===== src/rtl/pmem_arbiter.sv =====
`default_nettype none
// =============================================================================
// pmem_arbiter - round-robin arbiter between I-cache and D-cache for one pmem port
// Optional macro PMEM_ARB_STATS_EN adds grant/conflict counters.  Revision: 1.0
// =============================================================================
module pmem_arbiter #(
   parameter int ADDR_WIDTH = 16,
   parameter int LINE_WIDTH = 128,
   parameter bit D_FIRST    = 1'b1
) (
   input  logic                  clk,
   input  logic                  rst_n,
   input  logic                  i_pmem_read,
   input  logic                  i_pmem_write,
   input  logic [ADDR_WIDTH-1:0] i_pmem_address,
   input  logic [LINE_WIDTH-1:0] i_pmem_wdata,
   output logic [LINE_WIDTH-1:0] i_pmem_rdata,
   output logic                  i_pmem_resp,
   input  logic                  d_pmem_read,
   input  logic                  d_pmem_write,
   input  logic [ADDR_WIDTH-1:0] d_pmem_address,
   input  logic [LINE_WIDTH-1:0] d_pmem_wdata,
   output logic [LINE_WIDTH-1:0] d_pmem_rdata,
   output logic                  d_pmem_resp,
   output logic                  pmem_read,
   output logic                  pmem_write,
   output logic [ADDR_WIDTH-1:0] pmem_address,
   output logic [LINE_WIDTH-1:0] pmem_wdata,
   input  logic [LINE_WIDTH-1:0] pmem_rdata,
   input  logic                  pmem_resp
`ifdef PMEM_ARB_STATS_EN
   ,
   output logic [15:0]           stat_i_grants,
   output logic [15:0]           stat_d_grants,
   output logic [15:0]           stat_conflicts
`endif
);

   typedef enum logic [1:0] {
      IDLE   = 2'd0,
      BUSY_I = 2'd1,
      BUSY_D = 2'd2
   } state_t;

   state_t                r_state;
   state_t                w_next;
   logic                  w_i_req;
   logic                  w_d_req;
   logic                  w_grant_i;
   logic                  w_grant_d;
   logic                  r_last_d;    // 1 when D-cache held the most recent grant
   logic                  r_we;
   logic [ADDR_WIDTH-1:0] r_addr;
   logic [LINE_WIDTH-1:0] r_wdata;

   assign w_i_req = i_pmem_read | i_pmem_write;
   assign w_d_req = d_pmem_read | d_pmem_write;

   always_comb begin
      w_next    = r_state;
      w_grant_i = 1'b0;
      w_grant_d = 1'b0;
      case (r_state)
         IDLE: begin
            if (w_i_req && (!w_d_req || r_last_d)) begin
               w_grant_i = 1'b1;
               w_next    = BUSY_I;
            end else if (w_d_req) begin
               w_grant_d = 1'b1;
               w_next    = BUSY_D;
            end
         end
         BUSY_I, BUSY_D: begin
            if (pmem_resp) w_next = IDLE;
         end
         default: w_next = IDLE;
      endcase
   end

   always_ff @(posedge clk or negedge rst_n) begin
      if (!rst_n) begin
         r_state  <= IDLE;
         r_last_d <= ~D_FIRST;
         r_we     <= 1'b0;
         r_addr   <= '0;
         r_wdata  <= '0;
      end else begin
         r_state <= w_next;
         if (w_grant_i) begin
            r_last_d <= 1'b0;
            r_we     <= i_pmem_write;
            r_addr   <= i_pmem_address;
            r_wdata  <= i_pmem_wdata;
         end else if (w_grant_d) begin
            r_last_d <= 1'b1;
            r_we     <= d_pmem_write;
            r_addr   <= d_pmem_address;
            r_wdata  <= d_pmem_wdata;
         end
      end
   end

   // Strobes derive from state so an asynchronous reset drops them at once.
   assign pmem_read    = (r_state != IDLE) && !r_we;
   assign pmem_write   = (r_state != IDLE) &&  r_we;
   assign pmem_address = r_addr;
   assign pmem_wdata   = r_wdata;
   assign i_pmem_rdata = pmem_rdata;
   assign d_pmem_rdata = pmem_rdata;
   assign i_pmem_resp  = (r_state == BUSY_I) && pmem_resp;
   assign d_pmem_resp  = (r_state == BUSY_D) && pmem_resp;

`ifdef PMEM_ARB_STATS_EN
   logic [15:0] r_stat_i;
   logic [15:0] r_stat_d;
   logic [15:0] r_stat_c;
   logic        w_conflict;

   assign w_conflict = (r_state == IDLE) && w_i_req && w_d_req;

   always_ff @(posedge clk or negedge rst_n) begin
      if (!rst_n) begin
         r_stat_i <= '0;
         r_stat_d <= '0;
         r_stat_c <= '0;
      end else begin
         if (w_grant_i && (r_stat_i != 16'hFFFF)) r_stat_i <= r_stat_i + 16'd1;
         if (w_grant_d && (r_stat_d != 16'hFFFF)) r_stat_d <= r_stat_d + 16'd1;
         if (w_conflict && (r_stat_c != 16'hFFFF)) r_stat_c <= r_stat_c + 16'd1;
      end
   end

   assign stat_i_grants  = r_stat_i;
   assign stat_d_grants  = r_stat_d;
   assign stat_conflicts = r_stat_c;
`endif

endmodule
`default_nettype wire


===== config.mk =====
export PLATFORM = sky130hd
export DESIGN_NAME = pmem_arbiter
export DESIGN_NICKNAME = d
export VERILOG_FILES = /design/src/rtl/pmem_arbiter.sv
export SDC_FILE = /design/constraint.sdc
export NUM_CORES = 1
export LEC_CHECK = 0
export ABC_AREA = 1
export BUFFER_PORTS_ARGS = -buffer_cell sky130_fd_sc_hd__buf_2
export CAP_MARGIN = 20
export CORE_AREA = 3 3 319 321
export DETAILED_ROUTE_END_ITERATION = 6
export DIE_AREA = 0 0 322 324
export GPL_ROUTABILITY_DRIVEN = 0
export SLEW_MARGIN = 5
export SYNTH_ARGS = -nofsm -noshare
export SYNTH_HDL_FRONTEND = slang
export SYNTH_SLANG_ARGS = --single-unit

===== constraint.sdc =====
create_clock -name clk -period 1.83 [get_ports clk]
set_clock_uncertainty 0.2 [all_clocks]
set_input_delay 0.183 -clock clk [delete_from_list [all_inputs] [get_ports clk]]
set_output_delay 0.183 -clock clk [all_outputs]
set_load 0.02 [all_outputs]

---- Word-level counts from Yosys, hierarchy flattened ----
Index checks and enable logic that the tools add are counted.
Widths: inputs -> output; s select.
storage, ports and cells
  register bits after elaboration ......... 148
  bits in latches ......................... 0
  memory bits (writable) .................. 0
  bits in read-only memories .............. 0
  output and inout port bits .............. 404
  logic and storage cells ................. 41
  memories kept ........................... 0
cells by class
  add/subtract/negate cells ............... 0
  multiply operators ...................... 0
  div/mod/pow operators ................... 0
  order comparisons ....................... 0
  equal/unequal tests ..................... 4
  shift-type cells ........................ 0
  multiplexer cells ....................... 17
  bitwise logic cells ..................... 2
  reduce and logical (&&, ||, !) cells .... 13
operator list
  cell                number
  $mux 128            2
  $mux 16             2
  $mux 1              9
  $mux 2              3
  $logic_and 1x1->1   5
  $pmux 2 s2          1
  $reduce_bool 2->1   2
  $ne 3x3->1 const B  1
  $eq 2x1->1 const B  1
  $eq 2x2->1 const B  1
  $logic_not 1->1     2
  $logic_not 2->1     1
  $ne 2x2->1 const B  1
  $or 1x1->1          2
  $reduce_and 2->1    1
  $reduce_or 2->1     1
  $logic_or 1x1->1    1

---- Logic depth before layout (Yosys ltp) ----
  word-level depth ........................ 8
  depth in mapped cells ................... 10
  gate-level depth less buffers ........... 8

---- Worst setup path after synthesis ----
Ideal clock, no wire load.
  path type ............................... register to register
  start ................................... register r_state[0]
  end ..................................... register r_wdata[100] (netlist: pmem_wdata[100])
  library setup time ...................... 0.065 ns
  arrival ................................. 1.331 ns
  data required time ...................... 1.565 ns
  slack ................................... 0.234 ns
  cell stages (with the launch flop) ...... 11
  path buffers ............................ 2
  period minus slack after synthesis ...... 1.596 ns
  cells stage by stage .................... dfrtp_1 -> inv_1 -> ha_1 -> nand2_2 -> inv_2 -> buf_2 -> buf_2 -> nand2_1 -> inv_1 -> nand2_1 -> nand2_1
on the way
  cells in the longest elaborated chain, start to end .. 3
  elaborated cells on any way between the ends .. 5
ends and longest elaborated chain
  element                                               line  text
  start: declaration                                    45    state_t r_state;
  start signal: assignment                              88    r_state <= w_next;
  $logic_not 2->1 (*)                                   63    case (r_state)
  $mux 1                                                63
  $mux 128 / $reduce_bool 2->1 (equally long branches)  -
  end signal: assignment                                93    r_wdata <= i_pmem_wdata;
  end signal: assignment                                98    r_wdata <= d_pmem_wdata;
  end: declaration                                      54    logic [LINE_WIDTH-1:0] r_wdata;
Every way passes the cells marked *; elsewhere a longest branch is shown, timed or not.
A chain may end at the register's enable or synchronous reset.

---- Final worst setup path ----
  start ................................... input d_pmem_write
  end ..................................... register r_wdata[26] (netlist: pmem_wdata[26])
on the way
  cells in the longest elaborated chain, start to end .. 7
  elaborated cells on any way between the ends .. 11
ends and longest elaborated chain
  element                                               line  text
  start: declaration                                    20    input logic d_pmem_write,
  $or 1x1->1 (*)                                        57    assign w_d_req = d_pmem_read | d_pmem_write;
  $logic_not 1->1                                       65    if (w_i_req && (!w_d_req || r_last_d)) begin
  $logic_or 1x1->1                                      65
  $logic_and 1x1->1                                     65
  $mux 1                                                65
  $mux 1                                                63
  $mux 128 / $reduce_bool 2->1 (equally long branches)  -
Marks and branches as above.

==> impl_metrics.py <==
metrics = {
    "outcome": {
        "status": "finished, violations left",
        "violations": "negative setup slack",
    },
    "timing": {
        "rsz0062_at_grt": "true",
        "finalHoldViolCount": 0,
        "timing.final.ws_setup_ns": -0.0227,
        "whs_ns": 0.166,
        "relSlewSlack_pct": 75.8,
        "maxSlewViolCount": 0,
        "min_period_ns": 1.85,
        "period_share_pct": 101,
        "worst_pin_slew_ns": 0.363,
        "final-setup-viol-count": 1,
        "fmaxAchievable_mhz": 540,
    },
    "detailed_routing": {
        "vias_per_cell": 3.35,
        "drtAntennaViolNets": 0,
        "drtPass1Iterations": 6,
        "postRouteWirelength_mm": 51.3,
        "drc": 0,
        "dr.first_iter.drc_count": 526,
        "vias": 12300,
        "wire_per_inst_um": 14.0,
    },
    "logic_synthesis": {
        "syn_nets": 2247,
        "netlist_instances": 1821,
        "synth.distinct_cells": 15,
        "synth_area_um2": 11300,
        "yosys_warnings": 0,
        "ys_seq_area_share_pct": 32.7,
        "ys_ff_latch": 148,
        "synth.avg_cell_area_um2": 6.21,
    },
    "critical_path": {
        "worstPathRequired_ns": 2.00,
        "cpMaxStageDelayCell": "dlygate4sd3_1",
        "crit_arrival_ns": 2.02,
        "cp_cell_sequence": "dlygate4sd3_1 > buf_2 > o21ai_4 > buf_12 > buf_4 > nand3_1 > nand2_4 > inv_2 > nand2_2 > nand2_1",
        "criticalPathCategory": "in -> reg",
        "crit_path_end_kind": "flop",
        "worstSetupStartpointType": "primary input",
        "timing.rr.start": "r_state[1]",
        "startpoint": "d_pmem_write",
        "crit_path_max_fanout": 24,
        "cp_slowest_stage_delay_ns": 0.55,
    },
    "layout": {
        "area_delta_synth_final_pct": 61.9,
        "fin_util_pct": 18.4,
        "layout_commonest_cell": "nand2_1",
        "drive_above_1_share_pct": 32.3,
        "final_cell_mix": "nand2_1, buf_2, inv_1, dlygate4sd3_1, dfrtp_1",
        "fill_cells": 11000,
        "final_nets": 2782,
    },
    "clock_tree": {
        "clk_pin_slew_ns": 0.06,
        "cts_inserted_buffers": 17,
        "cts.path.max_buffers": 2,
        "cts_root_buf": "clkbuf_16",
        "cts-htree-levels": 4,
        "insertion_delay_ns": 0.48,
        "cts.sinks": 148,
        "cts_tree": "done",
    },
    "die": {
        "die_height_um": 324,
        "die-area_um2": 104000,
        "start_util_pct": 11.4,
        "ios": 827,
        "die_w_um": 322,
        "core.rowCount": 116,
        "core_area_um2": 99600,
    },
    "placed_design": {
        "hpwl_mm": 36.0,
        "io_buffer_count": 442,
        "dpl_worst_slack_ns": -0.0150,
    },
    "global_routing": {
        "grt_max_degree": 76,
        "grt_pass1_wl_mm": 69.6,
        "antenna_found_initial": 10,
        "grt_overflow_total": 0,
        "grtUsageTotal_pct": 8.98,
        "grt_pass1_vias": 12100,
    },
    "min_path": {
        "hp-start": "pmem_rdata[60]",
        "min_path_type": "in -> out",
    },
    "power": {
        "ir_drop_mv": 0.736,
        "cellPowerDensity_nw_per_um2": 1420,
        "leakage_nw": 11.0,
    },
    "job": {
        "max_cap_viol_count": 0,
    },
}
==> critical path, delay by kind of cell <==
family	cells	cell delay, ns
buffers and inverters	5	1.15
and+or+nand+nor	4	0.35
AOI/OAI and AO/OA	1	0.26
==> timing repair <==
action,in CTS,in global routing
endpoints found under the hold margin,295,0
setup buffers,1,6
hold buffers,296,0
pin swaps,4,86
cloned,0,10
resized for setup,16,238
setup endpoints to repair,43,132
==> sequential cells by signal, indices dropped and copies added (netlist names) <==
signal	cells
pmem_wdata	128
r_last_d	1
r_state	2
r_we	1
pmem_address	16
==> metal layers <==
metal	part of all wire [%]	wire [um]	global-route usage [%]
met5	0.24	125	0.907
met4	5.3	2740	5.28
met3	11	5390	4.42
met2	43	22100	13.6
met1	41	20900	10.1
==> path summary, 6_finish.rpt <==
check,to,slack [ns],cells after the start
max in group asynchronous,pmem_wdata[8],0.27,4
min in group asynchronous,pmem_wdata[61],0.51,3
worst max register to register,pmem_wdata[29],0.02,11
worst min register to register,pmem_wdata[72],0.27,2
worst min-delay path,d_pmem_rdata[60],0.17,0
worst max-delay path,pmem_wdata[26],-0.02,10
==> power breakdown <==
part | leakage (nW) | switching (mW) | internal, mW
Sequential | 1.81 | 0.968 | 4.95
Combinational | 8.87 | 9.88 | 6.41
Clock | 0.277 | 1.62 | 2.17
Total | 11.0 | 12.5 | 13.5
==> cell type report <==
cell class | count | area [um2] | share of cell area (%)
inverters | 444 | 1680 | 9.20
diodes | 4 | 10.0 | 0.0547
well taps | 1298 | 1620 | 8.87
clock inverters | 8 | 128 | 0.697
clock buffers | 22 | 454 | 2.48
multi-input cells | 893 | 4090 | 22.3
repair buffers | 852 | 6620 | 36.1
flip-flops and latches | 148 | 3700 | 20.2
==> per-stage QoR <==
step / setup TNS [ns] / total power [mW] / instances / instance area (um2)
floorplan: 0 / 14.4 / 1821 / 11300
global placement: 0 / 19.2 / 3324 / 13800
detailed placement: -0.0730 / 19.3 / 3324 / 13800
CTS: -0.114 / 24.0 / 3650 / 17400
global route: -3.65 / 28.1 / 3667 / 18300
finish: -0.0227 / 26.0 / 3669 / 18300
==> cell families after synthesis <==
logic type / count (synthesis) / synth area share, %
compound gates: 3 / 0.155
fa+ha+maj: 3 / 0.332
buf+inv: 780 / 35.7
flops: 148 / 32.7
simple gates: 887 / 31.1
==> cells in the mapped netlist <==
| cell | count | area share (%) |
|---|---|---|
| buf_6 | 9 | 0.90 |
| o21a_1 | 1 | 0.066 |
| ha_1 | 3 | 0.33 |
| nand3_1 | 148 | 6.5 |
| nand2_1 | 734 | 24 |
| buf_2 | 58 | 2.6 |
| nand2_2 | 1 | 0.055 |
| nor2_1 | 3 | 0.10 |
| nor2_2 | 1 | 0.055 |
| inv_1 | 440 | 15 |
| clkbuf_1 | 12 | 0.40 |
| buf_4 | 257 | 17 |
| o21ai_1 | 2 | 0.088 |
| inv_2 | 4 | 0.13 |
| dfrtp_1 | 148 | 33 |
Note: power is estimated with default switching activity, not from simulation.
